==> src/rtl/traffic_phase_ctrl.sv <==
// rtl/traffic_phase_ctrl.sv - multi-phase actuated intersection controller
//
// Sequences NUM_PHASES mutually conflicting vehicle phases round-robin with
// vehicle-actuated green, demand-based phase skipping, all-red clearance,
// a latched pedestrian walk interval and a flashing-yellow maintenance mode.
//
// Ports:
//   clk          system clock, rising edge
//   reset_n      asynchronous active-low reset
//   veh_det      per-phase vehicle detector (level)
//   ped_req      pedestrian request (level or pulse)
//   flash_mode   maintenance flash request (level)
//   green        per-phase green lamp
//   yellow       per-phase yellow lamp
//   red          per-phase red lamp
//   ped_green    pedestrian walk lamp
//   ped_pending  latched pedestrian request
//   phase_idx    current or last-served phase
module traffic_phase_ctrl #(
    parameter int NUM_PHASES   = 4,
    parameter int CNT_W        = 8,
    parameter int GREEN_MIN    = 5,
    parameter int GREEN_MAX    = 15,
    parameter int EXT_TIME     = 2,
    parameter int YELLOW_TIME  = 2,
    parameter int ALL_RED_TIME = 1,
    parameter int PED_TIME     = 4,
    parameter int FLASH_HALF   = 1,
    localparam int PHASE_W     = (NUM_PHASES > 1) ? $clog2(NUM_PHASES) : 1
) (
    input  logic                  clk,
    input  logic                  reset_n,
    input  logic [NUM_PHASES-1:0] veh_det,
    input  logic                  ped_req,
    input  logic                  flash_mode,
    output logic [NUM_PHASES-1:0] green,
    output logic [NUM_PHASES-1:0] yellow,
    output logic [NUM_PHASES-1:0] red,
    output logic                  ped_green,
    output logic                  ped_pending,
    output logic [PHASE_W-1:0]    phase_idx
);

    typedef enum logic [2:0] {
        ST_GREEN   = 3'd0,
        ST_YELLOW  = 3'd1,
        ST_ALL_RED = 3'd2,
        ST_PED     = 3'd3,
        ST_FLASH   = 3'd4
    } state_t;

    // Terminal timer values: an interval of N cycles ends when timer == N-1.
    localparam logic [CNT_W-1:0] GMIN_LAST  = CNT_W'(GREEN_MIN - 1);
    localparam logic [CNT_W-1:0] GMAX_LAST  = CNT_W'(GREEN_MAX - 1);
    localparam logic [CNT_W-1:0] YEL_LAST   = CNT_W'(YELLOW_TIME - 1);
    localparam logic [CNT_W-1:0] AR_LAST    = CNT_W'(ALL_RED_TIME - 1);
    localparam logic [CNT_W-1:0] PED_LAST   = CNT_W'(PED_TIME - 1);
    localparam logic [CNT_W-1:0] FLASH_LAST = CNT_W'(FLASH_HALF - 1);
    localparam logic [CNT_W-1:0] EXT_C      = CNT_W'(EXT_TIME);
    localparam logic [PHASE_W-1:0] PHASE_LAST = PHASE_W'(NUM_PHASES - 1);

    state_t                  state_q, state_d;
    logic [CNT_W-1:0]        timer_q, timer_d;
    logic [PHASE_W-1:0]      phase_q, phase_d;
    logic [NUM_PHASES-1:0]   demand_q, demand_d;
    logic                    ped_pending_q, ped_pending_d;
    logic [CNT_W-1:0]        idle_q, idle_d;
    logic                    flash_on_q, flash_on_d;
    logic                    served_q, served_d;

    logic [CNT_W-1:0]        idle_now;
    logic [PHASE_W-1:0]      next_phase;
    logic [NUM_PHASES-1:0]   phase_onehot;
    int                      np_start;
    int                      np_idx;
    logic                    np_found;

    // Next phase to serve: first latched demand after phase_q, wrapping.
    // Until the first green after reset nothing has been served yet, so the
    // search starts at phase_q itself and phase 0 is served first.
    always_comb begin
        np_start   = served_q ? int'(phase_q) + 1 : int'(phase_q);
        np_idx     = 0;
        np_found   = 1'b0;
        next_phase = (np_start >= NUM_PHASES) ? PHASE_W'(np_start - NUM_PHASES)
                                              : PHASE_W'(np_start);
        for (int k = 0; k < NUM_PHASES; k++) begin
            np_idx = np_start + k;
            if (np_idx >= NUM_PHASES) begin
                np_idx = np_idx - NUM_PHASES;
            end
            if (!np_found && np_idx < NUM_PHASES && demand_q[np_idx]) begin
                np_found   = 1'b1;
                next_phase = PHASE_W'(np_idx);
            end
        end
    end

    // Consecutive detector-idle cycles of the green phase including this one,
    // saturating once the extension gap is reached.
    always_comb begin
        if (veh_det[phase_q]) begin
            idle_now = '0;
        end else if (idle_q >= EXT_C) begin
            idle_now = idle_q;
        end else begin
            idle_now = idle_q + 1'b1;
        end
    end

    always_comb begin
        state_d       = state_q;
        timer_d       = timer_q + 1'b1;
        phase_d       = phase_q;
        demand_d      = demand_q;
        ped_pending_d = ped_pending_q;
        idle_d        = idle_q;
        flash_on_d    = 1'b1;
        served_d      = served_q;

        for (int i = 0; i < NUM_PHASES; i++) begin
            if (veh_det[i] && !(state_q == ST_GREEN && phase_q == PHASE_W'(i))) begin
                demand_d[i] = 1'b1;
            end
        end
        if (ped_req && state_q != ST_PED) begin
            ped_pending_d = 1'b1;
        end

        case (state_q)
            ST_GREEN: begin
                idle_d = idle_now;
                if (timer_q == GMAX_LAST ||
                    (timer_q >= GMIN_LAST && (idle_now >= EXT_C || flash_mode))) begin
                    state_d = ST_YELLOW;
                end
            end
            ST_YELLOW: begin
                if (timer_q == YEL_LAST) begin
                    state_d = ST_ALL_RED;
                end
            end
            ST_ALL_RED: begin
                if (timer_q == AR_LAST) begin
                    if (flash_mode) begin
                        state_d = ST_FLASH;
                    end else if (ped_pending_q) begin
                        // Entering the walk consumes the request, including
                        // one arriving on this same cycle.
                        state_d       = ST_PED;
                        ped_pending_d = 1'b0;
                    end else begin
                        state_d              = ST_GREEN;
                        phase_d              = next_phase;
                        demand_d[next_phase] = 1'b0;
                        idle_d               = '0;
                        served_d             = 1'b1;
                    end
                end
            end
            ST_PED: begin
                if (timer_q == PED_LAST) begin
                    state_d = ST_ALL_RED;
                end
            end
            ST_FLASH: begin
                if (!flash_mode) begin
                    state_d  = ST_ALL_RED;
                    phase_d  = PHASE_LAST;
                    demand_d = '0;
                end else if (timer_q == FLASH_LAST) begin
                    // Timer only measures the current blink half here.
                    timer_d    = '0;
                    flash_on_d = ~flash_on_q;
                end else begin
                    flash_on_d = flash_on_q;
                end
            end
            default: begin
                state_d = ST_ALL_RED;
            end
        endcase

        if (state_d != state_q) begin
            timer_d = '0;
        end
    end

    always_ff @(posedge clk or negedge reset_n) begin
        if (!reset_n) begin
            state_q       <= ST_ALL_RED;
            timer_q       <= '0;
            phase_q       <= '0;
            demand_q      <= '0;
            ped_pending_q <= 1'b0;
            idle_q        <= '0;
            flash_on_q    <= 1'b1;
            served_q      <= 1'b0;
        end else begin
            state_q       <= state_d;
            timer_q       <= timer_d;
            phase_q       <= phase_d;
            demand_q      <= demand_d;
            ped_pending_q <= ped_pending_d;
            idle_q        <= idle_d;
            flash_on_q    <= flash_on_d;
            served_q      <= served_d;
        end
    end

    assign phase_onehot = NUM_PHASES'(1) << phase_q;

    always_comb begin
        green     = '0;
        yellow    = '0;
        red       = '1;
        ped_green = 1'b0;
        case (state_q)
            ST_GREEN: begin
                green = phase_onehot;
                red   = ~phase_onehot;
            end
            ST_YELLOW: begin
                yellow = phase_onehot;
                red    = ~phase_onehot;
            end
            ST_PED: begin
                ped_green = 1'b1;
            end
            ST_FLASH: begin
                red    = '0;
                yellow = flash_on_q ? '1 : '0;
            end
            default: begin
            end
        endcase
    end

    assign ped_pending = ped_pending_q;
    assign phase_idx   = phase_q;

endmodule

==> config.mk <==
export PLATFORM = sky130hd
export DESIGN_NAME = traffic_phase_ctrl
export DESIGN_NICKNAME = d
export VERILOG_FILES = /design/src/rtl/traffic_phase_ctrl.sv
export SDC_FILE = /design/constraint.sdc
export NUM_CORES = 1
export LEC_CHECK = 0
export CAP_MARGIN = 15
export CORE_ASPECT_RATIO = 1.4
export CORE_MARGIN = 5
export CORE_UTILIZATION = 40
export CTS_CLUSTER_DIAMETER = 60
export DETAILED_ROUTE_END_ITERATION = 12
export PLACE_DENSITY_LB_ADDON = 0.15
export SETUP_SLACK_MARGIN = 0.05
export SLEW_MARGIN = 20
export SYNTH_ARGS = -nofsm -noshare
export SYNTH_HDL_FRONTEND = slang
export SYNTH_SLANG_ARGS = --single-unit
==> constraint.sdc <==
create_clock -name clk -period 8.9 [get_ports clk]
set_input_delay 2.225 -clock clk [delete_from_list [all_inputs] [get_ports clk]]
set_output_delay 2.225 -clock clk [all_outputs]
set_load 0.1 [all_outputs]
==> flow_summary.toml <==
[timing]
relSlewSlack_pct = 34.9
period_needed_ps = 5070
finalSetupViolCount = 0
hold_viol_final = 0
fmax_mhz = 197
finClkSkew_ps = 8.41
worst_pin_slew_ps = 974
slew_viol_final = 0
fin_ws_ps = 3830
tns_ps = 0
timing.final.crit_share_pct = 57.0
rsz0062_at_grt = "no"

[floorplanning]
core_sq_um = 5120
start_util_pct = 40.4
rows = 31
fp.dieH_um = 95.1
io_pins = 24
fp.dieW_um = 70.8
die-area_sq_um = 6730

[clock_tree]
clock-sinks = 28
post_cts_resized = 0
clock_latency_ps = 270
root_buffer = "clkbuf_8"
cts_setup_buffers = 0
cts_made_buffers = 3
cts_buffer_depth = 2
cts.clk_slew.worst_paths_ps = 100
cts_tree = "built"
holdBufCountCts = 0
htreeDepth = 1

[final_layout]
area.growth.synth_to_final_pct = 16.3
fin_area_sq_um = 2410
finish.utilization_pct = 47.0
final_common_cell = "dfrtp_1"
fill_cells = 514
drive_gt1_share_pct = 7.45
diodes = 0
layout_common_cells = "26 x dfrtp_1, 24 x a21oi_1, 23 x nor2_1, 23 x clkdlybuf4s50_1, 19 x nor2b_1"
nets = 274

[global_route]
grt_pass1_vias = 1723
busiest_layer = "met2"
track_usage_pct = 15.4
grt_max_degree = 29
gr-total-overflow = 0
antenna_found_initial = 0
met2_usage_pct = 27.7
met3_usage_pct = 2.00
use_met1_pct = 19.0
grt_pass1_wl_um = 8340

[detailed_routing]
drc = 0
ant_nets = 0
avgRoutedWirePerCell_um = 14.8
wirelength_um = 4760
drt-pass1-iter-count = 4
drtIter0Drc = 132
via_per_inst = 5.41
vias = 1736

[synth]
ys_ff_latch = 28
synth_edf_count = 0
avgSynthCellArea_sq_um = 8.77
syn_area_sq_um = 2070
synthFlopType = "dfrtp_1"
synthCells = 236
synthArstFlopShare_pct = 100
yosys_warnings = 0
syn_nets = 254
synth_cell_types = 48
ys_seq_area_share_pct = 34.0

[status]
status = "completed"

[worst_setup_path]
cp_slowest_cell = "clkdlybuf4s50_1"
endpoint = "green[3]"
rr_worst_depth = 9
critPathMaxFanout = 18
crit_path_start = "state_q[2]$_DFF_PN0_"
worst-setup-path-type = "reg -> out"
end_kind = "primary output"
r2r_start = "phase_idx[0]$_DFFE_PN0P_"
reg2reg_to = "phase_idx[1]$_DFFE_PN0P_"
startpoint_type = "flip-flop"
cp.buffers_inverters = 1
arrival_ps = 2850
required_ps = 6680
worstPathCellList = "nor3_1 -> and2_1 -> clkdlybuf4s50_1"
slowest_delay_ps = 1130
rrSetupSlack_ps = 5230
cp_num_cells = 3
critPathTopFamily = "buffers and inverters"

[placed_design]
portBuffers = 23
dpl.hpwl_um = 3710
place.gp.congestion = 0.792
dpl_worst_slack_ps = 4150
post_dp_cell_area_sq_um = 2350

[min_path]
hold_class = "reg -> reg"
hold_path.startpoint = "idle_q[3]$_DFFE_PN0P_"

[flow_run]
drv_cap = 0
==> synth_stat cells, types with 2 or more instances <==
library cell	instances	area share, %
nand3_1	6	1.5
inv_1	15	2.7
o32ai_1	2	0.85
nor2b_1	19	5.7
and3_1	5	1.5
nand4_1	3	0.91
mux2i_1	4	1.9
a21oi_1	24	5.8
nand2b_1	5	1.5
nand3b_1	2	0.73
nor3_1	6	1.5
nand2_1	13	2.4
nor2_1	23	4.2
mux4_2	2	2.2
or2_2	4	1.2
xnor2_1	4	1.7
mux4_1	2	2.5
a31oi_1	3	0.91
or4_1	2	0.73
and2_1	8	2.4
ha_1	10	6.0
o21ai_0	11	2.7
dfrtp_1	26	31
xor2_1	6	2.5
dfstp_2	2	2.5
clkbuf_1	7	1.3
==> sequential cells by signal, summed over array words and instances, names as in the netlist <==
name / count
state_q: 3
demand_q: 4
idle_q: 8
timer_q: 8
phase_idx: 2
flash_on_q: 1
served_q: 1
ped_pending: 1
==> cell families (layout without fill, tap and decap cells) <==
| family | after synthesis | in the layout | synth area share [%] |
|---|---|---|---|
| and+or+nand+nor | 103 | 103 | 27.4 |
| AOI/OAI and AO/OA | 52 | 52 | 16.3 |
| DFF | 28 | 28 | 34.0 |
| buffers and inverters | 24 | 43 | 4.59 |
| xor gates and xnor gates | 11 | 11 | 5.02 |
| adders and majority gates | 10 | 10 | 6.05 |
| muxes | 8 | 8 | 6.65 |
==> worst min path at each step <==
stage / depth (start not counted) / to
6_report: 1 / idle_q[3]$_DFFE_PN0P_
5_1_grt: 1 / idle_q[5]$_DFFE_PN0P_
4_1_cts: 1 / idle_q[3]$_DFFE_PN0P_
3_5_place_dp: 1 / idle_q[5]$_DFFE_PN0P_
3_3_place_gp: 1 / idle_q[7]$_DFFE_PN0P_
2_1_floorplan: 1 / idle_q[7]$_DFFE_PN0P_
==> metal layers <==
metal	share of wire, %	wire (um)	vias up
met5	0	0	-
met4	1.4	67	0
met3	3.1	149	6
met2	54	2560	35
met1	42	1980	829
li1	-	-	866
==> stage by stage <==
step | hold WS [ps] | std cells
2_1_floorplan | 455 | 236
3_3_place_gp | 487 | 317
3_5_place_dp | 492 | 317
4_1_cts | 517 | 321
5_1_grt | 548 | 321
6_report | 505 | 321
==> final cells by class <==
cell class / count / area [sq um] / area share, %
timing repair buffer: 24 / 238 / 9.88
multi-input combinational: 184 / 1270 / 52.8
tap: 66 / 82.6 / 3.43
sequential: 28 / 703 / 29.2
inverter: 15 / 56.3 / 2.34
clock buffer: 4 / 55.1 / 2.29
Power is left out: the tool's default activity adds up to more than one toggle a clock period on the data nets, which glitch-free logic cannot reach.
